## src/rtl/pm_sensor_sweep_ctrl.sv

```systemverilog
// pm_sensor_sweep_ctrl: APB master that sweeps a range of PM sensors and streams each status result
module pm_sensor_sweep_ctrl #(
   parameter int SEL_W = 5,
   parameter int RUN_BIT = 10,
   parameter int POLL_GAP = 8,
   parameter int MAX_POLLS = 1024,
   parameter logic [4:0] ADDR_CTRL = 5'h04,
   parameter logic [4:0] ADDR_REF = 5'h08,
   parameter logic [4:0] ADDR_STAT = 5'h0C
) (
   input  logic             pclk,
   input  logic             preset,
   input  logic             start,
   input  logic             abort,
   input  logic [SEL_W-1:0] first_idx,
   input  logic [SEL_W-1:0] last_idx,
   input  logic [31:0]      ref_window,
   output logic             psel,
   output logic             penable,
   output logic             pwrite,
   output logic [4:0]       paddr,
   output logic [31:0]      pwdata,
   input  logic [31:0]      prdata,
   input  logic             pready,
   input  logic             pslverr,
   output logic             res_valid,
   input  logic             res_ready,
   output logic [SEL_W-1:0] res_idx,
   output logic [31:0]      res_data,
   output logic [1:0]       res_err,
   output logic             busy,
   output logic             done
);
   localparam int PC_W = $clog2(MAX_POLLS + 1);
   localparam int GC_W = $clog2(POLL_GAP + 1);
   localparam logic [31:0] RUN_MASK = 32'd1 << RUN_BIT;
   localparam logic [2:0] IDLE = 3'd0, WR_REF = 3'd1, WR_CTRL = 3'd2, GAP = 3'd3,
                          RD_STAT = 3'd4, STOP = 3'd5, PUSH = 3'd6, NEXT = 3'd7;

   logic [2:0]       state_q, state_d;
   logic             psel_q, psel_d, penable_q, penable_d, pwrite_q, pwrite_d;
   logic             abort_q, abort_d, done_q, done_d;
   logic [4:0]       paddr_q, paddr_d;
   logic [31:0]      pwdata_q, pwdata_d, ref_q, ref_d, data_q, data_d;
   logic [SEL_W-1:0] idx_q, idx_d, last_q, last_d;
   logic [1:0]       err_q, err_d;
   logic [PC_W-1:0]  poll_q, poll_d, poll_inc;
   logic [GC_W-1:0]  gap_q, gap_d;
   logic             apb_st, access_done;
   logic [4:0]       tgt_addr;
   logic [31:0]      tgt_data;

   assign psel = psel_q;
   assign penable = penable_q;
   assign pwrite = pwrite_q;
   assign paddr = paddr_q;
   assign pwdata = pwdata_q;
   assign res_valid = state_q == PUSH;
   assign res_idx = idx_q;
   assign res_data = data_q;
   assign res_err = err_q;
   assign busy = state_q != IDLE;
   assign done = done_q;

   assign apb_st = (state_q == WR_REF) | (state_q == WR_CTRL) | (state_q == RD_STAT) | (state_q == STOP);
   assign tgt_addr = state_q == WR_REF ? ADDR_REF : state_q == RD_STAT ? ADDR_STAT : ADDR_CTRL;
   assign tgt_data = state_q == WR_REF ? ref_q : state_q == RD_STAT ? 32'd0 :
                     state_q == WR_CTRL ? (32'(idx_q) | RUN_MASK) : 32'(idx_q);
   assign access_done = psel_q & penable_q & pready;
   assign poll_inc = poll_q == PC_W'(MAX_POLLS) ? poll_q : poll_q + 1'b1;

   always_comb begin
      state_d = state_q;
      psel_d = psel_q;
      penable_d = penable_q;
      pwrite_d = pwrite_q;
      paddr_d = paddr_q;
      pwdata_d = pwdata_q;
      ref_d = ref_q;
      data_d = data_q;
      idx_d = idx_q;
      last_d = last_q;
      err_d = err_q;
      poll_d = poll_q;
      gap_d = gap_q;
      done_d = 1'b0;
      abort_d = (state_q != IDLE) & (abort_q | abort);
      // each APB state spends one idle cycle deciding, keeping psel low between transfers
      if (apb_st & !psel_q) begin
         if (abort_q & ((state_q == WR_REF) | (state_q == WR_CTRL))) state_d = NEXT;
         else if (abort_q & (state_q == RD_STAT)) begin
            err_d = 2'd1;
            state_d = STOP;
         end else begin
            psel_d = 1'b1;
            pwrite_d = state_q != RD_STAT;
            paddr_d = tgt_addr;
            pwdata_d = tgt_data;
         end
      end else if (apb_st & !penable_q) penable_d = 1'b1;
      if (access_done) begin
         psel_d = 1'b0;
         penable_d = 1'b0;
      end
      case (state_q)
         IDLE: if (start) begin
            if (first_idx <= last_idx) begin
               last_d = last_idx;
               ref_d = ref_window;
               idx_d = first_idx;
               err_d = 2'd0;
               data_d = 32'd0;
               state_d = WR_REF;
            end else done_d = 1'b1;
         end
         WR_REF: if (access_done) begin
            err_d = pslverr ? 2'd2 : err_q;
            state_d = pslverr ? PUSH : WR_CTRL;
         end
         WR_CTRL: if (access_done) begin
            err_d = pslverr ? 2'd2 : err_q;
            poll_d = '0;
            gap_d = '0;
            state_d = pslverr ? PUSH : GAP;
         end
         GAP: begin
            if (abort_q) begin
               err_d = 2'd1;
               state_d = STOP;
            end else if (gap_q == GC_W'(POLL_GAP - 1)) state_d = RD_STAT;
            else gap_d = gap_q + 1'b1;
         end
         RD_STAT: if (access_done) begin
            if (!pslverr) begin
               data_d = prdata;
               state_d = STOP;
            end else begin
               poll_d = poll_inc;
               gap_d = '0;
               err_d = poll_inc == PC_W'(MAX_POLLS) ? 2'd1 : err_q;
               state_d = poll_inc == PC_W'(MAX_POLLS) ? STOP : GAP;
            end
         end
         STOP: if (access_done) begin
            data_d = pslverr ? 32'd0 : data_q;
            err_d = (pslverr & (err_q == 2'd0)) ? 2'd2 : err_q;
            state_d = PUSH;
         end
         PUSH: state_d = res_ready ? NEXT : PUSH;
         NEXT: begin
            if ((idx_q == last_q) | abort_q) begin
               done_d = 1'b1;
               state_d = IDLE;
            end else begin
               idx_d = idx_q + 1'b1;
               err_d = 2'd0;
               data_d = 32'd0;
               state_d = WR_REF;
            end
         end
         default: state_d = IDLE;
      endcase
   end

   always_ff @(posedge pclk) begin
      if (preset) begin
         state_q <= IDLE;
         psel_q <= 1'b0;
         penable_q <= 1'b0;
         pwrite_q <= 1'b0;
         paddr_q <= '0;
         pwdata_q <= '0;
         ref_q <= '0;
         data_q <= '0;
         idx_q <= '0;
         last_q <= '0;
         err_q <= '0;
         poll_q <= '0;
         gap_q <= '0;
         abort_q <= 1'b0;
         done_q <= 1'b0;
      end else begin
         state_q <= state_d;
         psel_q <= psel_d;
         penable_q <= penable_d;
         pwrite_q <= pwrite_d;
         paddr_q <= paddr_d;
         pwdata_q <= pwdata_d;
         ref_q <= ref_d;
         data_q <= data_d;
         idx_q <= idx_d;
         last_q <= last_d;
         err_q <= err_d;
         poll_q <= poll_d;
         gap_q <= gap_d;
         abort_q <= abort_d;
         done_q <= done_d;
      end
   end
endmodule

```

## config.mk

```make
export PLATFORM = sky130hd
export DESIGN_NAME = pm_sensor_sweep_ctrl
export DESIGN_NICKNAME = d
export VERILOG_FILES = /design/src/rtl/pm_sensor_sweep_ctrl.sv
export SDC_FILE = /design/constraint.sdc
export NUM_CORES = 1
export LEC_CHECK = 0
export CAP_MARGIN = 20
export CORE_UTILIZATION = 25
export DETAILED_ROUTE_END_ITERATION = 12
export GPL_TIMING_DRIVEN = 1
export PLACE_DENSITY_LB_ADDON = 0.3
export RECOVER_POWER = 50
export SLEW_MARGIN = 20
export SYNTH_ARGS = -nofsm -noshare
export SYNTH_HDL_FRONTEND = slang
export SYNTH_SLANG_ARGS = --single-unit
```

## constraint.sdc

```tcl
create_clock -name pclk -period 3 [get_ports pclk]
set_clock_uncertainty 0.1 [all_clocks]
set_input_delay 0.45 -clock pclk [delete_from_list [all_inputs] [get_ports pclk]]
set_output_delay 0.45 -clock pclk [all_outputs]
set_load 0.01 [all_outputs]
```

## Word-level counts from Yosys, hierarchy flattened

Index checks and enable logic that the tools add are counted.

| cells by class | value |
|---|---|
| $lt $le $gt $ge | 1 |
| reduce and logical (&&, ||, !) cells | 19 |
| muxes and demuxes | 65 |
| equality and inequality tests | 26 |
| add/subtract/negate cells | 3 |
| bitwise gates (word level) | 16 |

Operators with widths:

| operator | number |
|---|---|
| $mux 32 | 8 |
| $pmux 32 s4 | 1 |
| $mux 11 | 6 |
| $mux 3 | 15 |
| $mux 2 | 14 |
| $mux 4 | 7 |
| $pmux 3 s8 | 1 |
| $eq 11x11->1 const B | 2 |
| $ne 2x2->1 const B | 11 |
| $pmux 11 s2 | 1 |
| $mux 5 | 3 |
| $eq 3x3->1 const B | 4 |
| $pmux 2 s6 | 1 |
| $pmux 4 s3 | 1 |
| $add 11x1->11 const B | 1 |
| $pmux 5 s2 | 1 |
| $reduce_and 3->1 | 3 |
| $and 1x1->1 | 8 |
| $reduce_and 4->1 | 2 |
| $reduce_and 8->1 | 1 |
| $eq 3x2->1 const B | 2 |
| $ne 3x3->1 const B | 2 |
| $reduce_and 6->1 | 1 |
| $reduce_bool 3->1 | 2 |
| 19 further kinds | 32 |

| storage, ports and cells | value |
|---|---|
| word-level logic and storage cells | 145 |
| register bits | 136 |
| input bits | 81 |
| output and inout port bits | 82 |

## Longest topological paths before layout

| logic depth | value |
|---|---|
| depth in word-level cells | 9 |
| depth in mapped cells | 10 |
| depth with buffers taken out | 8 |

## Worst setup path before layout

OpenSTA, ideal clock, no wires.

| path | value |
|---|---|
| path type | register -> register |
| from | register poll_q[1] |
| to | register state_q[2] |
| arrival time | 2.225 ns |
| buffers on the path | 1 |
| path slack | 0.589 ns |
| cell stages (with the launch flop) | 9 |
| path through | dfxtp_1 ha_1 buf_4 nand4_4 or4_4 a32oi_2 nand4_1 or3b_1 a221oi_2 |

| on the way | value |
|---|---|
| word-level cells in the longest chain between the ends | 7 |
| elaborated cells on any way between the ends | 8 |
| classes of those cells | 1 x add/sub; 2 x eq/ne; 5 x mux |

Ends and longest elaborated chain:

| what | RTL line | source |
|---|---|---|
| from (decl) | 47 | `logic [PC_W-1:0] poll_q, poll_d, poll_inc;` |
| from (signal assigned) | 194 | `poll_q <= poll_d;` |
| $add 11x1->11 / $eq 11x11->1 (equally long branches) | 70 | `assign poll_inc = poll_q == PC_W'(MAX_POLLS) ? poll_q : poll_q + 1'b1;` |
| $mux 11 (*) | 70 |  |
| $eq 11x11->1 (*) | 141 | `state_d = poll_inc == PC_W'(MAX_POLLS) ? STOP : GAP;` |
| $mux 3 (*) | 141 |  |
| $mux 3 (*) | 134 | `if (!pslverr) begin` |
| $mux 3 (*) | 133 | `RD_STAT: if (access_done) begin` |
| $pmux 3 s8 (*) | 105 | `case (state_q)` |
| to (signal assigned) | 183 | `state_q <= state_d;` |
| to (decl) | 40 | `logic [2:0] state_q, state_d;` |

Every way passes the cells marked *; elsewhere a longest branch is shown, timed or not.
A chain may end at the register's enable or synchronous reset.

## Worst setup path in the final report

| path | value |
|---|---|
| from | register state_q[1] |
| to | output port res_valid |

| on the way | value |
|---|---|
| word-level cells in the longest chain between the ends | 1 |

Ends and longest elaborated chain:

| what | RTL line | source |
|---|---|---|
| $eq 3x3->1 | 58 | `assign res_valid = state_q == PUSH;` |
| to (decl) | 26 | `output logic res_valid,` |

No other way between the ends.

==> metrics.md <==
| Metric | Value |
|---|---|
| Final #Nets | `976` |
| Routed Wire Length | `18.51 mm` |
| Mux contribution to synthesized area | `6.108%` |
| Die height | `about 160 µm` |
| Adder-Cell Fraction of Synth Area | `1.845%` |
| Via/cell ratio | `slightly below 5` |
| Num CTS Buffers | `17` |
| Antenna Cells | `0` |
| Ys flop type | `dfxtp_1` |
| Leading area contributor after synthesis | `dfxtp_1` |
| Initial cell density of the core | `between 20 and 30%` |
| Total Routing Usage GR | `14.82%` |
| Die area | `25050 µm²` |
| Slew margin rel. | `56.84%` |
| Avg Inst Size Synth | `8.139 µm²` |
| Max clock buf depth | `2` |
| Max cap viols | `0` |
| Gpl congestion | `0.8224` |
| 1st-iter DRT viols | `364` |
| WP data required | `2450 ps` |
| Setup_tns | `0 ps` |
| Worst-path clk slew | `60 ps` |
| Unique masters post-synth | `60` |
| Core ar. | `23680 µm²` |
| Row cnt | `56` |
| Worst Tran Pin Value | `roughly 650 ps` |
| Post-Syn Area | `6105 µm²` |
| Synth Area in Compound Gates | `19.37%` |
| Fillers | `2494` |
| Power Density | `553.6 nW/µm²` |
| Root buf cell | `clkbuf_16` |
| Top cells by area, synth | `dfxtp_1, a21oi_1, nand3_1` |
| Largest net degree at the start of global routing | `94` |
| CTS Sinks | `133` |
| P_leak | `2.977 nW` |
| Footprint of the multi-input gates | `3134 µm²` |
| Maximum VDD drop | `0.3590 mV` |
| Final Hold Fails | `0` |
| Routed WL per cell | `15.20 µm` |
| Status | `complete, no violations` |
| Final Max Tran Viols | `0` |
| Number of synthesized flops with an enable pin | `0` |
| TritonCTS clock tree | `yes` |
| CP Launch Type | `register` |
| Worst Setup End Kind | `output port` |
| Worst Hold Class | `register to register` |
| Top Ports | `about 160` |
| Fin crit share | `95.06%` |
| Tmin final | `2852 ps` |
| Register area | `2663 µm²` |
| Worst skew pair latency | `430 ps` |
| Max Fclk | `350.7 MHz` |
| Die width | `roughly 160 µm` |
| Design Area, Final | `8651 µm²` |
| Vias | `5862` |
| Number of global-route vias before repair | `5643` |
| Mapped Cells | `750` |
| First-pass GRT wire length | `28.97 mm` |
| Top-area cell type share of the netlist area | `between 40% and 50%` |
| Synth warn | `0` |
| Remaining Overflow, GRT | `0` |
| # H-tree levels | `4` |
| Share of cells above drive strength 1 | `8.454%` |
| Placed cell areas | `8064 µm²` |
| PortBufs | `159` |
| Commonest non-fill, non-tap cell in the layout | `clkdlybuf4s50_1` |
| HPWL Detailed | `between 10 and 15 mm` |
| DRC Markers | `0` |
| Register area share after synthesis | `43.62%` |
| Commonest cells after routing, fill and taps aside | `clkdlybuf4s50_1, dfxtp_1, a21oi_1, nand3_1, nor2_1` |
| Largest fanout on the critical path | `20` |
| Flop and latch count out of synthesis | `roughly 130` |
| Main combinational cell family by area after synthesis | `simple AND/OR/NAND/NOR gates` |
| Crit path DAT | `2300 ps` |
| Final Util | `a little over a third` |
| WS Path Type | `register to output port` |
| Xor-xnor portion of the synthesized cell area | `under 10%` |
| # setup viols final | `0` |
| Async set or reset register ratio after synthesis | `0%` |
| Initial antenna violation count | `0` |
| Area Growth Syn to Fin | `41.71%` |
| Pre-Repair DR Iteration Count | `5` |
| Detail Route Antenna Nets | `0` |
| CTS Hold Bufs | `0` |
| Simple-Gate Fraction of Synth Area | `roughly 22%` |
kinds of logic after synthesis:
logic type / count (synthesis)
simple gates: 281
buf+inv: 80
flops: 133
xor+xnor: 9
mux: 37
other cells: 1
fa+ha+maj: 9
compound gates: 200
where the power goes:
| group | switching, mW | leakage (nW) | internal (mW) |
|---|---|---|---|
| combinational | 0.439 | 1.63 | 0.363 |
| sequential | 0.0737 | 1.08 | 1.85 |
| clock | 0.882 | 0.270 | 1.19 |
through the flow:
step | total power, mW | instances | setup WS, ps | hold WS [ps]
4_1_cts | 4.843 | 1218 | 107.4 | 354.5
3_3_place_gp | 2.767 | 1186 | 171.5 | 337.3
6_report | 4.789 | 1218 | 148.3 | 353.7
2_1_floorplan | 2.381 | 752 | 588.7 | 347.2
3_5_place_dp | 2.765 | 1186 | 135.1 | 343.2
5_1_grt | 5.001 | 1218 | -11.78 | 377.1
path summary, 6_finish.rpt:
path	slack, ps	cells past startpoint	to	from
worst max-delay path	150	3	res_valid	state_q[1]
worst min-delay path	350	2	pwdata[16]	pwdata[16]
worst max register to register	250	7	state_q[2]	poll_q[1]
worst min register to register	350	2	pwdata[16]	pwdata[16]
cell usage after synthesis (3+ instances only):
cell / number
nand3_1: 75
a311oi_1: 4
o31ai_1: 3
ha_1: 9
dfxtp_1: 133
nand4_1: 5
inv_1: 13
a221oi_1: 7
a211o_1: 4
nor2_1: 76
nand2_1: 59
and3_1: 6
nor3_1: 22
or2_2: 5
nand2b_1: 6
a31oi_1: 6
xnor2_1: 7
mux2i_1: 35
nor2b_1: 6
buf_2: 10
a211oi_1: 7
a22oi_1: 5
and2_1: 6
o21ai_0: 52
clkbuf_1: 49
buf_4: 5
a21oi_1: 90
per-layer routing:
layer	vias to the layer above	GRT usage (%)	routed length (µm)
li1	2929	-	-
met1	2737	17.86	8246
met2	184	24.21	8415
met3	12	6.015	1694
met4	0	4.029	155
met5	-	0	0
registers in the layout, indices dropped and copies added, names as in the netlist:
name and count:
psel 1, penable 1, last_q 5, poll_q 11, ref_q 32, state_q 3, paddr 2, res_data 32
pwrite 1, pwdata 32, res_err 2, abort_q 1, res_idx 5, gap_q 4, done 1
worst max-delay path: stages (launching register included):
cell	delay, ps
dfxtp_1	730
nor2b_1	330
and2_1	220
clkdlybuf4s50_1	590
layout make-up:
| class | instances | area share [%] |
|---|---|---|
| inverters | 13 | 0.5641 |
| multi-input cells | 539 | 36.23 |
| repair buffers | 182 | 21.09 |
| clock buffers | 18 | 5.077 |
| well taps | 319 | 4.614 |
| clock inverters | 14 | 1.649 |
| flip-flops and latches | 133 | 30.78 |
what timing repair did:
item	CTS	global route
buffers inserted	0	0
resized for setup	0	1
setup endpoints to repair	0	1
Note: power is estimated with default switching activity, not from simulation.
